## config.mk

```make
export PLATFORM = sky130hd
export DESIGN_NAME = stream_packer
export DESIGN_NICKNAME = d
export VERILOG_FILES = /design/src/rtl/stream_packer_pkg.sv /design/src/rtl/stream_packer_rotator.sv /design/src/rtl/stream_packer.sv
export SDC_FILE = /design/constraint.sdc
export NUM_CORES = 2
export LEC_CHECK = 0
export CAP_MARGIN = 0
export CORE_AREA = 5 5 453 455
export DETAILED_ROUTE_END_ITERATION = 12
export DIE_AREA = 0 0 458 460
export GPL_ROUTABILITY_DRIVEN = 0
export MAX_ROUTING_LAYER = met4
export PLACE_DENSITY = 0.76
export SLEW_MARGIN = 20
export SYNTH_ARGS = -nofsm -noshare
export SYNTH_HDL_FRONTEND = slang
export SYNTH_SLANG_ARGS = --single-unit
```

## constraint.sdc

```tcl
create_clock -name aclk -period 148.7 [get_ports aclk]
set_input_delay 14.87 -clock aclk [delete_from_list [all_inputs] [get_ports aclk]]
set_output_delay 14.87 -clock aclk [all_outputs]
set_load 0.02 [all_outputs]
```

## src/rtl/stream_packer_pkg.sv

```systemverilog
// Shared types and helpers for the stream packer: FSM state encoding and
// a tkeep popcount that turns a keep mask into a byte count.
package stream_packer_pkg;

  typedef enum logic {
    RUN   = 1'b0,
    FLUSH = 1'b1
  } state_t;

  // Widest tkeep the popcount helper accepts; narrower masks are zero-extended.
  localparam int MAX_BYTES = 128;

  // Number of set bits in a tkeep mask (the valid byte count of a beat).
  function automatic int unsigned keep_count(input logic [MAX_BYTES-1:0] keep);
    int unsigned c;
    c = 0;
    for (int i = 0; i < MAX_BYTES; i++) begin
      c += 32'(keep[i]);
    end
    return c;
  endfunction

endpackage

```

## src/rtl/stream_packer_rotator.sv

```systemverilog
// Left byte-rotation of a beat by a variable byte amount, built from
// log2(BYTES) conditional shift stages with an optional output register.
module byte_rotator #(
  parameter int BYTES      = 64,
  parameter bit REGISTERED = 1'b0
) (
  input  logic                       clk,
  input  logic [BYTES*8-1:0]         data,
  input  logic [$clog2(BYTES)-1:0]   amount,
  output logic [BYTES*8-1:0]         rotated
);

  localparam int WIDTH = BYTES * 8;
  localparam int SHW   = $clog2(BYTES);

  logic [WIDTH-1:0] stage [0:SHW];

  assign stage[0] = data;

  // Stage s rotates byte k up to byte k + 2^s when amount bit s is set.
  for (genvar s = 0; s < SHW; s++) begin : g_stage
    localparam int SB = (1 << s) * 8;
    assign stage[s+1] = amount[s] ? {stage[s][WIDTH-1-SB:0], stage[s][WIDTH-1:WIDTH-SB]}
                                  : stage[s];
  end

  if (REGISTERED) begin : g_reg
    // Optional pipeline register on the rotated result.
    always_ff @(posedge clk) begin
      rotated <= stage[SHW];
    end
  end else begin : g_comb
    logic unused_clk;
    assign unused_clk = clk;
    assign rotated    = stage[SHW];
  end

endmodule

```

## src/rtl/stream_packer.sv

```systemverilog
// Packs sparse AXI4-Stream beats (contiguous tkeep from byte 0) into dense
// output beats, preserving byte order and packet boundaries.
module stream_packer
  import stream_packer_pkg::*;
#(
  parameter int WIDTH     = 512,
  parameter int BYTES     = WIDTH / 8,
  parameter int CNT_WIDTH = $clog2(BYTES) + 1
) (
  input  logic                 aclk,
  input  logic                 aresetn,
  input  logic [WIDTH-1:0]     i_data_tdata,
  input  logic [BYTES-1:0]     i_data_tkeep,
  input  logic                 i_data_tlast,
  input  logic                 i_data_tvalid,
  output logic                 i_data_tready,
  output logic [WIDTH-1:0]     o_data_tdata,
  output logic [BYTES-1:0]     o_data_tkeep,
  output logic                 o_data_tlast,
  output logic                 o_data_tvalid,
  input  logic                 o_data_tready,
  output logic [CNT_WIDTH-1:0] o_fill
);

  localparam int SHW = $clog2(BYTES);
  localparam int SW  = CNT_WIDTH + 1;

  state_t               state;
  state_t               state_next;
  logic [CNT_WIDTH-1:0] fill;
  logic [CNT_WIDTH-1:0] fill_next;
  logic [WIDTH-1:0]     buffer;
  logic [WIDTH-1:0]     rotated;
  logic [WIDTH-1:0]     merged;
  logic [SW-1:0]        n;
  logic [SW-1:0]        sum;
  logic [BYTES-1:0]     sum_mask;
  logic [BYTES-1:0]     fill_mask;
  logic                 out_free;
  logic                 accept;
  logic                 emit;
  logic                 emit_buf;
  logic                 emit_last;
  logic [BYTES-1:0]     emit_keep;
  logic                 buf_load;
  logic                 buf_rot;

  byte_rotator #(
    .BYTES      (BYTES),
    .REGISTERED (1'b0)
  ) u_rotator (
    .clk     (aclk),
    .data    (i_data_tdata),
    .amount  (fill[SHW-1:0]),
    .rotated (rotated)
  );

  assign out_free      = !o_data_tvalid || o_data_tready;
  assign i_data_tready = aresetn && (state == RUN) && out_free;
  assign accept        = i_data_tvalid && i_data_tready;
  assign n             = SW'(keep_count(MAX_BYTES'(i_data_tkeep)));
  assign sum           = SW'(fill) + n;
  assign o_fill        = fill;

  // Keep masks for the combined byte count and for the held bytes, plus the
  // merge of held bytes (below fill) with the rotated input (from fill up).
  always_comb begin
    sum_mask  = '0;
    fill_mask = '0;
    merged    = '0;
    for (int j = 0; j < BYTES; j++) begin
      sum_mask[j]      = (SW'(j) < sum);
      fill_mask[j]     = (CNT_WIDTH'(j) < fill);
      merged[8*j +: 8] = fill_mask[j] ? buffer[8*j +: 8] : rotated[8*j +: 8];
    end
  end

  // Decide what this cycle does: flush the residue, emit a beat, or just merge.
  always_comb begin
    emit       = 1'b0;
    emit_buf   = 1'b0;
    emit_last  = 1'b0;
    emit_keep  = '1;
    buf_load   = 1'b0;
    buf_rot    = 1'b0;
    fill_next  = fill;
    state_next = state;
    if (state == FLUSH) begin
      if (out_free) begin
        emit       = 1'b1;
        emit_buf   = 1'b1;
        emit_last  = 1'b1;
        emit_keep  = fill_mask;
        fill_next  = '0;
        state_next = RUN;
      end
    end else if (accept) begin
      if (i_data_tlast && (sum <= SW'(BYTES))) begin
        emit      = 1'b1;
        emit_last = 1'b1;
        emit_keep = sum_mask;
        fill_next = '0;
      end else if (sum >= SW'(BYTES)) begin
        emit      = 1'b1;
        buf_load  = 1'b1;
        buf_rot   = 1'b1;
        fill_next = CNT_WIDTH'(sum - SW'(BYTES));
        if (i_data_tlast) begin
          state_next = FLUSH;
        end
      end else begin
        buf_load  = 1'b1;
        fill_next = CNT_WIDTH'(sum);
      end
    end
  end

  // Control state: FSM state, fill level and output valid, cleared by reset.
  always_ff @(posedge aclk or negedge aresetn) begin
    if (!aresetn) begin
      state         <= RUN;
      fill          <= '0;
      o_data_tvalid <= 1'b0;
    end else begin
      state <= state_next;
      fill  <= fill_next;
      if (emit) begin
        o_data_tvalid <= 1'b1;
      end else if (o_data_tready) begin
        o_data_tvalid <= 1'b0;
      end
    end
  end

  // Datapath registers: staging buffer and output beat, intentionally not reset.
  always_ff @(posedge aclk) begin
    if (buf_load) begin
      buffer <= buf_rot ? rotated : merged;
    end
    if (emit) begin
      o_data_tdata <= emit_buf ? buffer : merged;
      o_data_tkeep <= emit_keep;
      o_data_tlast <= emit_last;
    end
  end

endmodule
```

==> impl_metrics.ini <==
[floorplanning]
rows = 165
initial_core_util_pct = 42.09
die_h_um = 460
ios = 1167
dieArea_sq_um = 210700
core-area_sq_um = 200900
die_width_um = 458

[synth]
async_flop_share_pct = 0.8197
synth.most_common_cell = edfxtp_1
syn_inst = 6398
synth_seq_area_share_pct = 38.94
synth_area_leaders = edfxtp_1, mux4_2, mux2i_1
synthMuxAreaShare_pct = 44.58
yosysWarnings = 0
yosys-top-cells-count = edfxtp_1, mux4_2, mux2i_1
synth-xor-area-share_pct = 0.06067
netlist.area_leader.share_pct = 38.68
syn_area_per_cell_sq_um = 13.22
synth_area_sq_um = 84550
synth_top_family_by_area = multiplexers
ys_ff_latch = 1098
synth_cell_types = 64
syn_nets = 7058
synthFlopType = edfxtp_1
synthAdderAreaFrac_pct = 1.675
synth_compound_area_share_pct = 5.397
yosys.area.top_type = edfxtp_1
yosys.area_share.simple_pct = 4.656
synth-edff-count = 1089

[global_routing]
grt_usage_pct = 41.96
grt_pass1_wl_um = 577000
gr-total-overflow = 0
antenna_found_initial = 328
grt_pass1_vias = 64130
grt_max_degree = 166

[sta]
rsz0062_at_grt = no
timing.fmax_mhz = 31.70
hold_violations = 0
min_period_over_period_pct = 21.22
setup_viol = 0
layout_setup_ws_ns = 117.15
tightest_slew_ns = 1.330
slew_headroom_pct = 11.35
skew_ns = 0.03818
period_minus_slack_ns = 31.55
tns_ns = 0
drv_slew = 0

[drt]
post_drt_wl_per_cell_um = 42.93
drc = 4
via_per_inst = 6.868
drt_pre_antenna_iters = 13
route.vias.total = 71240
final_antenna_net_count = 0
wl_um = 445300
drt-initial-drc-count = 14910

[setup_path]
crit_family = buffers and inverters
crit_buf_inv = 2
crit_type = in2out
cpPeakStageDelay_ns = 0.78
cpMaxStageDelayCell = clkdlybuf4s50_1
rr_startpoint = o_fill[0]
r2r_cells = 21
reg2reg_slack_ns = 136.27
r2r_end = o_data_tdata[109]
required_ns = 133.83
path_common_cell = clkdlybuf4s50_1
cp-startpoint = aresetn
arrival_ns = 16.68
endpoint_kind = primary output
crit_chain = clkdlybuf4s50_1, and3_1, clkdlybuf4s50_1
path_max_fanout = 11
startpoint_type = primary input

[worst_hold_path]
hold_depth = 2
min_from = buffer[185]
hold_path_end = o_data_tdata[185]
hp-class = reg2reg

[place]
dp_hpwl_um = 363900
portBuffers = 1166
dp_slack_ns = 117.15

[final_layout]
syn_to_final_growth_pct = 21.98
finalNetCount = 7936
drive_gt1_share_pct = 25.38

[clocking]
h-tree-depth = 3
numCtsBuffers = 116
clock-sinks = 1098
root_buffer = clkbuf_16
cts_tree = yes
clk_pin_slew_worst_paths_ns = 0.07
ctsResizeCount = 0
clk_path_buf_depth = 3
post_cts_buffers = 0
clkLatencyLatePin_ns = 0.79
cts_hold_buf = 0

[flow_run]
drv_cap = 0

[outcome]
outcome = finished, violations left
violations = DRC
## final cells by class
cell class                 count  area, sq um
clock buffer                 131         2959
tap                         2672         3343
fill                       16870        97740
clock inverter                76        828.3
inverter                     509         1911
sequential                  1098        32950
multi-input combinational   4288        47750
antenna                      336        840.8
timing repair buffer        1263        12550
## per-layer routing
| layer | global-route usage, % | wire length [um] | vias up |
|---|---|---|---|
| li1 | - | - | 27260 |
| met1 | 47.47 | 142400 | 34960 |
| met2 | 53.99 | 177200 | 7311 |
| met3 | 21.81 | 78310 | 1712 |
| met4 | 35.66 | 47410 | 0 |
| met5 | - | 0 | - |
## kinds of logic after synthesis
kind of cell    after synthesis
buf+inv                    1012
simple gates                908
xor+xnor                      5
compound gates              839
flops                      1098
fa+ha+maj                    79
mux                        2457
## worst max path at each step
stage	end	slack [ns]	cells past startpoint
floorplan	o_data_tdata[0]	85.81	18
global placement	i_data_tready	117.16	3
detailed placement	i_data_tready	117.15	3
CTS	i_data_tready	117.14	3
global route	i_data_tready	117.02	3
finish	i_data_tready	117.15	3
## per-stage QoR
step / instances / hold WS (ns) / area (sq um) / utilization [%]
CTS: 10040 / 0.5513 / 102200 / 50.88
detailed placement: 9828 / 0.5406 / 98420 / 49.00
finish: 10370 / 0.5515 / 103100 / 51.34
floorplan: 6398 / 0.5216 / 84550 / -
global route: 10350 / 0.5825 / 103100 / 51.31
global placement: 9828 / 0.5371 / 98420 / 49.00
## state kept, by name, indices dropped and copies added (netlist names)
name / flops
buffer: 512
o_data_tdata: 512
o_data_tlast: 1
o_data_tkeep: 64
o_fill: 7
o_data_tvalid: 1
state: 1
## worst register-to-register path: cells and delay by family (launching register included)
| family | cells | cell delay, ns |
|---|---|---|
| AO/OA/AOI/OAI | 3 | 0.99 |
| flip-flops | 1 | 0.78 |
| AND/OR/NAND/NOR | 2 | 0.38 |
| adder cells (fa/ha/maj) | 9 | 4.56 |
| buffers and inverters | 7 | 5.29 |
## cells in the final DEF, fill, tap and decap left out, types with 25 or more instances in the layout
cell             synthesis  final
fa_1                    57     57
mux2_2                 528    528
nand2b_1                26     26
inv_1                  509    509
edfxtp_1              1089   1089
diode_2                  0    336
nor2_1                  60     57
clkdlybuf4s50_1          0   1166
mux4_2                 994    994
clkbuf_16                0    116
o21ai_0                618    612
a21oi_1                106    103
o21ai_1                 42     45
nand3_1                122    122
nand2_1                610    609
mux2i_1                935    927
buf_4                    8     84
clkinv_1                 0     25
Power is not shown: default switching activity piles up to over one toggle a cycle in this logic, so the estimate is an artifact.
